### config.mk
export PLATFORM = sky130hd
export DESIGN_NAME = encode_pack
export DESIGN_NICKNAME = d
export VERILOG_FILES = /design/src/rtl/encode_pack.sv
export SDC_FILE = /design/constraint.sdc
export NUM_CORES = 1
export LEC_CHECK = 0
export BUFFER_PORTS_ARGS = -buffer_cell sky130_fd_sc_hd__buf_2
export CAP_MARGIN = 20
export CORE_MARGIN = 10
export CORE_UTILIZATION = 45
export DETAILED_ROUTE_END_ITERATION = 6
export GPL_TIMING_DRIVEN = 0
export PLACE_DENSITY = 0.74
export SYNTH_ARGS = -nofsm -noshare
export SYNTH_HDL_FRONTEND = slang
export SYNTH_SLANG_ARGS = --single-unit
### constraint.sdc
create_clock -name clk -period 3.5 [get_ports clk]
set_input_delay 0.175 -clock clk [delete_from_list [all_inputs] [get_ports clk]]
set_output_delay 0.175 -clock clk [all_outputs]
set_load 0.02 [all_outputs]
### src/rtl/encode_pack.sv
`default_nettype none
// ============================================================================
// Module   : encode_pack
// Brief    : Packs right-aligned variable-length codes (first bit = MSB of the
//            code) into 64-bit output words, stream byte n in fo_data[8n+7:8n].
//            Optional 9-bit end marker compiled in by ENCODE_PACK_ENDMARK_EN.
// Revision : 1.0 - initial release
// ============================================================================
module encode_pack (
    input  logic        clk,
    input  logic        rst,
    input  logic        code_valid,
    input  logic [15:0] code_data,
    input  logic [4:0]  code_len,
    input  logic        code_last,
    output logic        code_ready,
    output logic [63:0] fo_data,
    output logic        fo_we,
    input  logic        fo_full,
    output logic        fo_last,
    output logic [3:0]  fo_bytes,
    output logic        done
);

    typedef enum logic [1:0] {
        S_RUN   = 2'd0,
`ifdef ENCODE_PACK_ENDMARK_EN
        S_MARK  = 2'd1,
`endif
        S_FLUSH = 2'd2,
        S_DONE  = 2'd3
    } state_t;

`ifdef ENCODE_PACK_ENDMARK_EN
    localparam logic [8:0] c_MARK     = 9'b110000000;
    localparam logic [6:0] c_MARK_LEN = 7'd9;
`endif

    state_t      r_state;
    state_t      w_state_nxt;
    logic [79:0] r_buf;
    logic [79:0] w_buf_nxt;
    logic [6:0]  r_cnt;
    logic [6:0]  w_cnt_nxt;

    logic [4:0]  w_eff_len;
    logic [15:0] w_len_mask;
    logic [15:0] w_code_masked;
    logic [79:0] w_code_al;
    logic [79:0] w_buf_shift;
    logic [63:0] w_word;
    logic [3:0]  w_part_bytes;
    logic        w_cnt_ge64;
`ifdef ENCODE_PACK_ENDMARK_EN
    logic [79:0] w_mark_al;
`endif

    // Buffer holds the stream MSB-first: stream bit k lives at r_buf[79-k],
    // and every bit at or beyond cnt is kept zero so appends are a plain OR.
    assign w_eff_len     = (code_len > 5'd16) ? 5'd16 : code_len;
    assign w_len_mask    = 16'hFFFF >> (5'd16 - w_eff_len);
    assign w_code_masked = code_data & w_len_mask;
    assign w_code_al     = ({w_code_masked, 64'd0} << (5'd16 - w_eff_len)) >> r_cnt;
    assign w_buf_shift   = {r_buf[15:0], 64'd0};
    assign w_cnt_ge64    = (r_cnt >= 7'd64);
    assign w_part_bytes  = r_cnt[6:3] + {3'b000, |r_cnt[2:0]};
`ifdef ENCODE_PACK_ENDMARK_EN
    assign w_mark_al     = {c_MARK, 71'd0} >> r_cnt;
`endif

    for (genvar gi = 0; gi < 8; gi++) begin : g_bytes
        assign w_word[8*gi +: 8] = r_buf[79-8*gi -: 8];
    end

    assign done = (r_state == S_DONE);

    always_ff @(posedge clk or negedge rst) begin
        if (!rst) begin
            r_state <= S_RUN;
            r_buf   <= '0;
            r_cnt   <= '0;
        end else begin
            r_state <= w_state_nxt;
            r_buf   <= w_buf_nxt;
            r_cnt   <= w_cnt_nxt;
        end
    end

    always_comb begin
        w_state_nxt = r_state;
        w_buf_nxt   = r_buf;
        w_cnt_nxt   = r_cnt;
        code_ready  = 1'b0;
        fo_we       = 1'b0;
        fo_data     = '0;
        fo_last     = 1'b0;
        fo_bytes    = '0;

        case (r_state)
            S_RUN: begin
                if (w_cnt_ge64) begin
                    if (!fo_full) begin
                        fo_we     = 1'b1;
                        fo_data   = w_word;
                        fo_bytes  = 4'd8;
                        w_buf_nxt = w_buf_shift;
                        w_cnt_nxt = r_cnt - 7'd64;
                    end
                end else begin
                    code_ready = 1'b1;
                    if (code_valid) begin
                        w_buf_nxt = r_buf | w_code_al;
                        w_cnt_nxt = r_cnt + {2'b00, w_eff_len};
                        if (code_last) begin
`ifdef ENCODE_PACK_ENDMARK_EN
                            w_state_nxt = S_MARK;
`else
                            w_state_nxt = S_FLUSH;
`endif
                        end
                    end
                end
            end

`ifdef ENCODE_PACK_ENDMARK_EN
            S_MARK: begin
                if (!w_cnt_ge64) begin
                    w_buf_nxt   = r_buf | w_mark_al;
                    w_cnt_nxt   = r_cnt + c_MARK_LEN;
                    w_state_nxt = S_FLUSH;
                end else if (!fo_full) begin
                    fo_we     = 1'b1;
                    fo_data   = w_word;
                    fo_bytes  = 4'd8;
                    w_buf_nxt = w_buf_shift;
                    w_cnt_nxt = r_cnt - 7'd64;
                end
            end
`endif

            S_FLUSH: begin
                if (w_cnt_ge64) begin
                    if (!fo_full) begin
                        fo_we     = 1'b1;
                        fo_data   = w_word;
                        fo_bytes  = 4'd8;
                        w_buf_nxt = w_buf_shift;
                        w_cnt_nxt = r_cnt - 7'd64;
                        // A word that drains the buffer exactly closes the block.
                        if (r_cnt == 7'd64) begin
                            fo_last     = 1'b1;
                            w_state_nxt = S_DONE;
                        end
                    end
                end else if (r_cnt != 7'd0) begin
                    if (!fo_full) begin
                        fo_we       = 1'b1;
                        fo_data     = w_word;
                        fo_bytes    = w_part_bytes;
                        fo_last     = 1'b1;
                        w_buf_nxt   = '0;
                        w_cnt_nxt   = '0;
                        w_state_nxt = S_DONE;
                    end
                end else begin
                    w_state_nxt = S_DONE;
                end
            end

            S_DONE: begin
                w_state_nxt = S_DONE;
            end

            default: begin
                w_state_nxt = S_RUN;
            end
        endcase

        // Outputs read zero while reset is held, independent of the clock.
        if (!rst) begin
            code_ready = 1'b0;
            fo_we      = 1'b0;
            fo_data    = '0;
            fo_last    = 1'b0;
            fo_bytes   = '0;
        end
    end

endmodule
`default_nettype wire

Word-level counts from Yosys, hierarchy flattened
Cells that the tools add are included.
Widths: inputs -> output; s select.
Storage, ports and cells
  bits in registers: 89
  input port bits: 26
  output and inout port bits: 72
  logic and storage cells: 83
Cells by class
  add/subtract/negate cells: 4
  order comparisons: 2
  equal/unequal tests: 12
  shift-type cells: 3
  mux-type cells: 51
  bitwise operators: 2
  reductions and logical operators: 6
Operators with widths (count)
  $mux 80: 6
  $mux 64: 5
  $pmux 80 s2: 1
  $pmux 64 s2: 1
  $or 80x80->80: 1
  $shl 80x5->80: 1
  $shr 80x7->80: 1
  $mux 7: 6
  $mux 4: 6
  $ne 3x3->1 const B: 6
  $and 16x16->16: 1
  $mux 2: 8
  $shr 16x5->16 const A: 1
  $pmux 7 s2: 1
  $mux 1: 13
  $pmux 4 s2: 1
  $add 7x5->7: 1
  $eq 7x7->1 const B: 1
  $ge 7x7->1 const B: 1
  $reduce_bool 7->1: 1
  $sub 7x7->7 const B: 1
  $ne 2x2->1 const B: 3
  $pmux 2 s3: 1
  $reduce_and 6->1: 1
  10 further kinds: 11

Longest topological paths before layout
  depth after elaboration: 11
  mapped depth: 19
  mapped depth without buffers: 14

Worst setup path after synthesis
No wires, ideal clock.
  kind: input to register
  from: input port code_len[4]
  to: register r_buf[72]
  library setup time: 0.126 ns
  arrival: 3.613 ns
  required time: 3.374 ns
  slack: -0.239 ns
  stages on the path: 17
  buffers on the path: 4
  path through: nand2b_1 > buf_2 > buf_2 > ha_1 > buf_2 > inv_1 > ha_1 > buf_2 > nand2b_1 > o41ai_1 > o211ai_1 > nand4_1 > nand2_2 > o22ai_4 > mux4_2 > nor3_1 > a221o_1
On the way
  cells in the longest elaborated chain, start to end: 11
RTL lines
  from (decl): line 14  | input logic [4:0] code_len,
  $gt 5x5->1: line 60  | assign w_eff_len = (code_len > 5'd16) ? 5'd16 : code_len;
  $mux 5 (*): line 60
  $sub 5x5->5 (*): line 61, 63
  $shr 16x5->16: line 61  | assign w_len_mask = 16'hFFFF >> (5'd16 - w_eff_len);
  $and 16x16->16: line 62  | assign w_code_masked = code_data & w_len_mask;
  $shl 80x5->80 (*): line 63  | assign w_code_al = ({w_code_masked, 64'd0} << (5'd16 - w_eff_len)) >> r_cnt;
  $shr 80x7->80 (*): line 63
  $or 80x80->80 (*): line 112  | w_buf_nxt = r_buf | w_code_al;
  $mux 80 (*): line 111  | if (code_valid) begin
  $mux 80 (*): line 101  | if (w_cnt_ge64) begin
  $pmux 80 s2 (*): line 99  | case (r_state)
  to (signal assigned): line 84  | r_buf <= w_buf_nxt;
  to (decl): line 41  | logic [79:0] r_buf;
Every way passes the cells marked *; elsewhere a longest branch is shown, timed or not. The select of a mux whose other input is x is not followed.
A chain may end at the register's enable or synchronous reset.

Worst setup path in the final report
  from: input port code_len[4]
  to: register r_buf[36]
The elaborated chain is that of the path after synthesis.

==> summary.md <==
| Metric | Value |
|---|---|
| Initial Utilization | 0.463 |
| Antenna cell count | 0 |
| Switch Pwr | 2.36 mW |
| Via count | approximately 8.5k |
| Synth Cell Area | ~7100 um2 |
| Post-synth EDFFs | 0 |
| Global Route Usage Sum | 0.271 |
| Simple-gate share of the synthesized area | 0.262 |
| CTS max path bufs | 2 |
| WL per Instance | around 25 um |
| Type of origin of the critical path | primary input |
| Sw frac | 0.481 |
| CP Data Arrival Time | around 3.6 ns |
| WL final | about 31 mm |
| Peak VDD IR | around 0.00034 V |
| # port buffers | 96 |
| F_max | 0.295 GHz |
| Die height | 146 um |
| Reg area | 2230 um2 |
| Worst-margin pin slew | around 1 ns |
| Die width | roughly 150 um |
| Layout Nets | about 1.0k |
| Yosys warning total | 0 |
| Internal power | approximately 2.5 mW |
| Largest net degree at the start of global routing | between 70 and 80 |
| H-tree levels | 3 |
| Area growth syn-to-layout | 23.0% |
| Synth top area share | 0.313 |
| Die area | about 21000 um2 |
| Gr ovfl total | 0 |
| Sequential fraction of the synthesis area | 0.313 |
| PnR worst setup slack | approximately 0.12 ns |
| Fin Clk Skew | 0.0131 ns |
| GP Congestion | between 0.9 and 1 |
| CP endpoint kind | flip-flop |
| Mux contribution to synthesized area | 0.0323 |
| Share of post-route cells with drive strength above 1 | 0.250 |
| CTS buffer count | 9 |
| ANT nets after route | 0 |
| DR iter-0 viols | 1272 |
| Max Cap Violations | 0 |
| Syn_area_per_cell | just over 8 um2 |
| Slew headroom | 0.311 |
| Top Ports | 98 |
| Largest family of logic cells by synthesized area | compound AO/OA/AOI/OAI gates |
| Adder-cell share of the synthesized area | 0.0218 |
| P_leak | between 3 and 4 nW |
| Final cycle utilization of the critical path | 0.967 |
| HP Class | primary input to flip-flop |
| Final setup vio count | 0 |
| Clk slew on worst S/H paths | ~0.070 ns |
| Via density | just under 7 |
| Placed Cells incl. Taps | about 1.2k |
| Top cells by area, synth | dfrtp_1, and3_1, nand2_1 |
| CTS tree | yes |
| Comb pwr share | 0.533 |
| Vias in the first global route | about 8k |
| Overall Power | a little under 5 mW |
| Core area | around 15000 um2 |
| Cells after synthesis | approximately 880 |
| Pwr Density | 560 nW/um2 |
| Synth cell types | 84 |
| Synth Flop Type | dfrtp_1 |
| Synth Area in Compound Gates | 0.312 |
| Final Hold Fails | 0 |
| Clock share of power | 0.192 |
| Cell taking the most area after synthesis | dfrtp_1 |
| WP data required | ~3.7 ns |
| Final instance area | approximately 8800 um2 |
| Pre-CTS setup slack | -1.22 ns |
| Dpl cell area | 7940 um2 |
| Drt pass-1 iters | 6 |
| Critical path class | primary input to flip-flop |
| Multi-input logic area | roughly 4800 um2 |
| Crit-path max FO | 11 |
| Synth Area in XOR/XNOR | 0.00615 |
| Initial antenna violation count | 0 |
| Commonest non-fill, non-tap cell in the layout | nand2_1 |
| Fill count | around 1.5k |
| DRC Markers | 0 |
| Synth Register Bits | 89 |
| Status | finished, final reports clean |
| Slew Limit Fails | 0 |
| First-pass GRT wire length | roughly 47 mm |
| Commonest non-fill, non-tap cells in the layout | nand2_1, buf_2, dfrtp_1, and3_1, nor2_1 |
| Non-Filler Instances | ~1.2k |
| Mapped Nets | roughly 900 |
| Clk_lat worst skew | between 0.3 and 0.4 ns |
| Clock sink count | 89 |
| CTS root buf | clkbuf_16 |
| DPL Wire Length | about 23 mm |
| Sequential power share | 0.275 |
| Asr flop ratio synth | 1.00 |
| Final min period | about 3.4 ns |
| Num rows | 45 |
==> worst max-delay path: stages <==
cell and delay, ns:
buf_12 0.11, nand2b_4 0.14, buf_12 0.14, ha_4 0.14
buf_6 0.13, or4b_2 0.58, buf_2 0.21, nand2_1 0.18
o41ai_2 0.12, nor4_2 0.44, a22oi_4 0.17, a22oi_1 0.25
a32o_2 0.28, a2bb2oi_1 0.37, o21ai_0 0.15
==> metal layers <==
layer / routed length, um / vias to the layer above / GRT usage
met5: 0 / - / 0
met4: 1110 / 0 / 0.115
met3: 3320 / 96 / 0.0683
met2: 14000 / 595 / 0.424
met1: 12100 / 4099 / 0.347
li1: - / 3680 / -
==> cells by family after synthesis <==
kind of cell    Yosys count
compound gates          301
xor+xnor                  5
fa+ha+maj                12
buf+inv                  92
flops                    89
mux                      17
simple gates            362
==> layout make-up <==
type | count | area share
Buffer | 69 | 0.0377
Clock inverter | 5 | 0.00443
Multi-Input combinational cell | 697 | 0.552
Inverter | 18 | 0.00843
Tap cell | 211 | 0.0302
Sequential cell | 89 | 0.254
Timing Repair Buffer | 127 | 0.0860
Clock buffer | 10 | 0.0273
==> Yosys cell counts (all sizes together), types with 8 or more instances <==
| cell type | instances |
|---|---|
| a211oi | 10 |
| a21oi | 42 |
| a221oi | 9 |
| a22o | 18 |
| a22oi | 25 |
| a31oi | 12 |
| a32oi | 12 |
| and3 | 67 |
| buf | 18 |
| clkbuf | 56 |
| dfrtp | 89 |
| ha | 10 |
| inv | 17 |
| mux2i | 8 |
| nand2 | 103 |
| nand3 | 41 |
| nand4 | 17 |
| nor2 | 54 |
| nor2b | 12 |
| nor3 | 18 |
| nor4 | 10 |
| o211ai | 23 |
| o21ai | 57 |
| o221ai | 33 |
==> registers in the layout (all words and copies together) (netlist names) <==
register and cells:
r_state 2, r_cnt 7, r_buf 80
==> timing repair <==
| action | in CTS | in global routing |
|---|---|---|
| buffers inserted | 20 | 9 |
| hold buffers | 1 | 0 |
| resized for setup | 55 | 28 |
| setup endpoints to repair | 118 | 106 |
| cloned | 0 | 0 |
| endpoints found under the hold margin | 19 | 0 |
| pin swaps | 14 | 13 |
==> power groups by stage <==
stage                     Clock [mW]  Combinational (mW)  Sequential [mW]
after global placement             0                2.20             1.34
final                          0.942                2.61             1.35
after detailed placement           0                2.21             1.34
after global routing           0.981                2.73             1.36
after CTS                      0.931                2.41             1.32
after floorplan                    0                1.46             1.29
==> final timing paths <==
| kind | to | slack (ns) | from | cells past startpoint |
|---|---|---|---|---|
| worst max-delay path | r_buf[36]$_DFFE_PN0P_ | 0.12 | code_len[4] | 15 |
| worst min-delay path | r_state[1]$_DFFE_PN0P_ | 0.07 | code_last | 2 |
| worst max register to register | r_buf[24]$_DFFE_PN0P_ | 0.25 | r_cnt[2]$_DFFE_PN0P_ | 8 |
| worst min register to register | r_buf[58]$_DFFE_PN0P_ | 0.48 | r_buf[58]$_DFFE_PN0P_ | 2 |
| max in group asynchronous | r_buf[46]$_DFFE_PN0P_ | 2.57 | rst | 3 |
| min in group asynchronous | r_buf[75]$_DFFE_PN0P_ | 0.26 | rst | 2 |
==> metrics by stage <==
stage,hold slack (ns),TNS (ns),utilization
floorplan,-0.121,0,-
global placement,0.423,-70.04,0.515
detailed placement,0.0945,-69.02,0.517
CTS,0.0687,0,0.559
global route,0.0717,-0.0787,0.570
finish,0.0700,0,0.570
(Power assumes the default switching activity.)
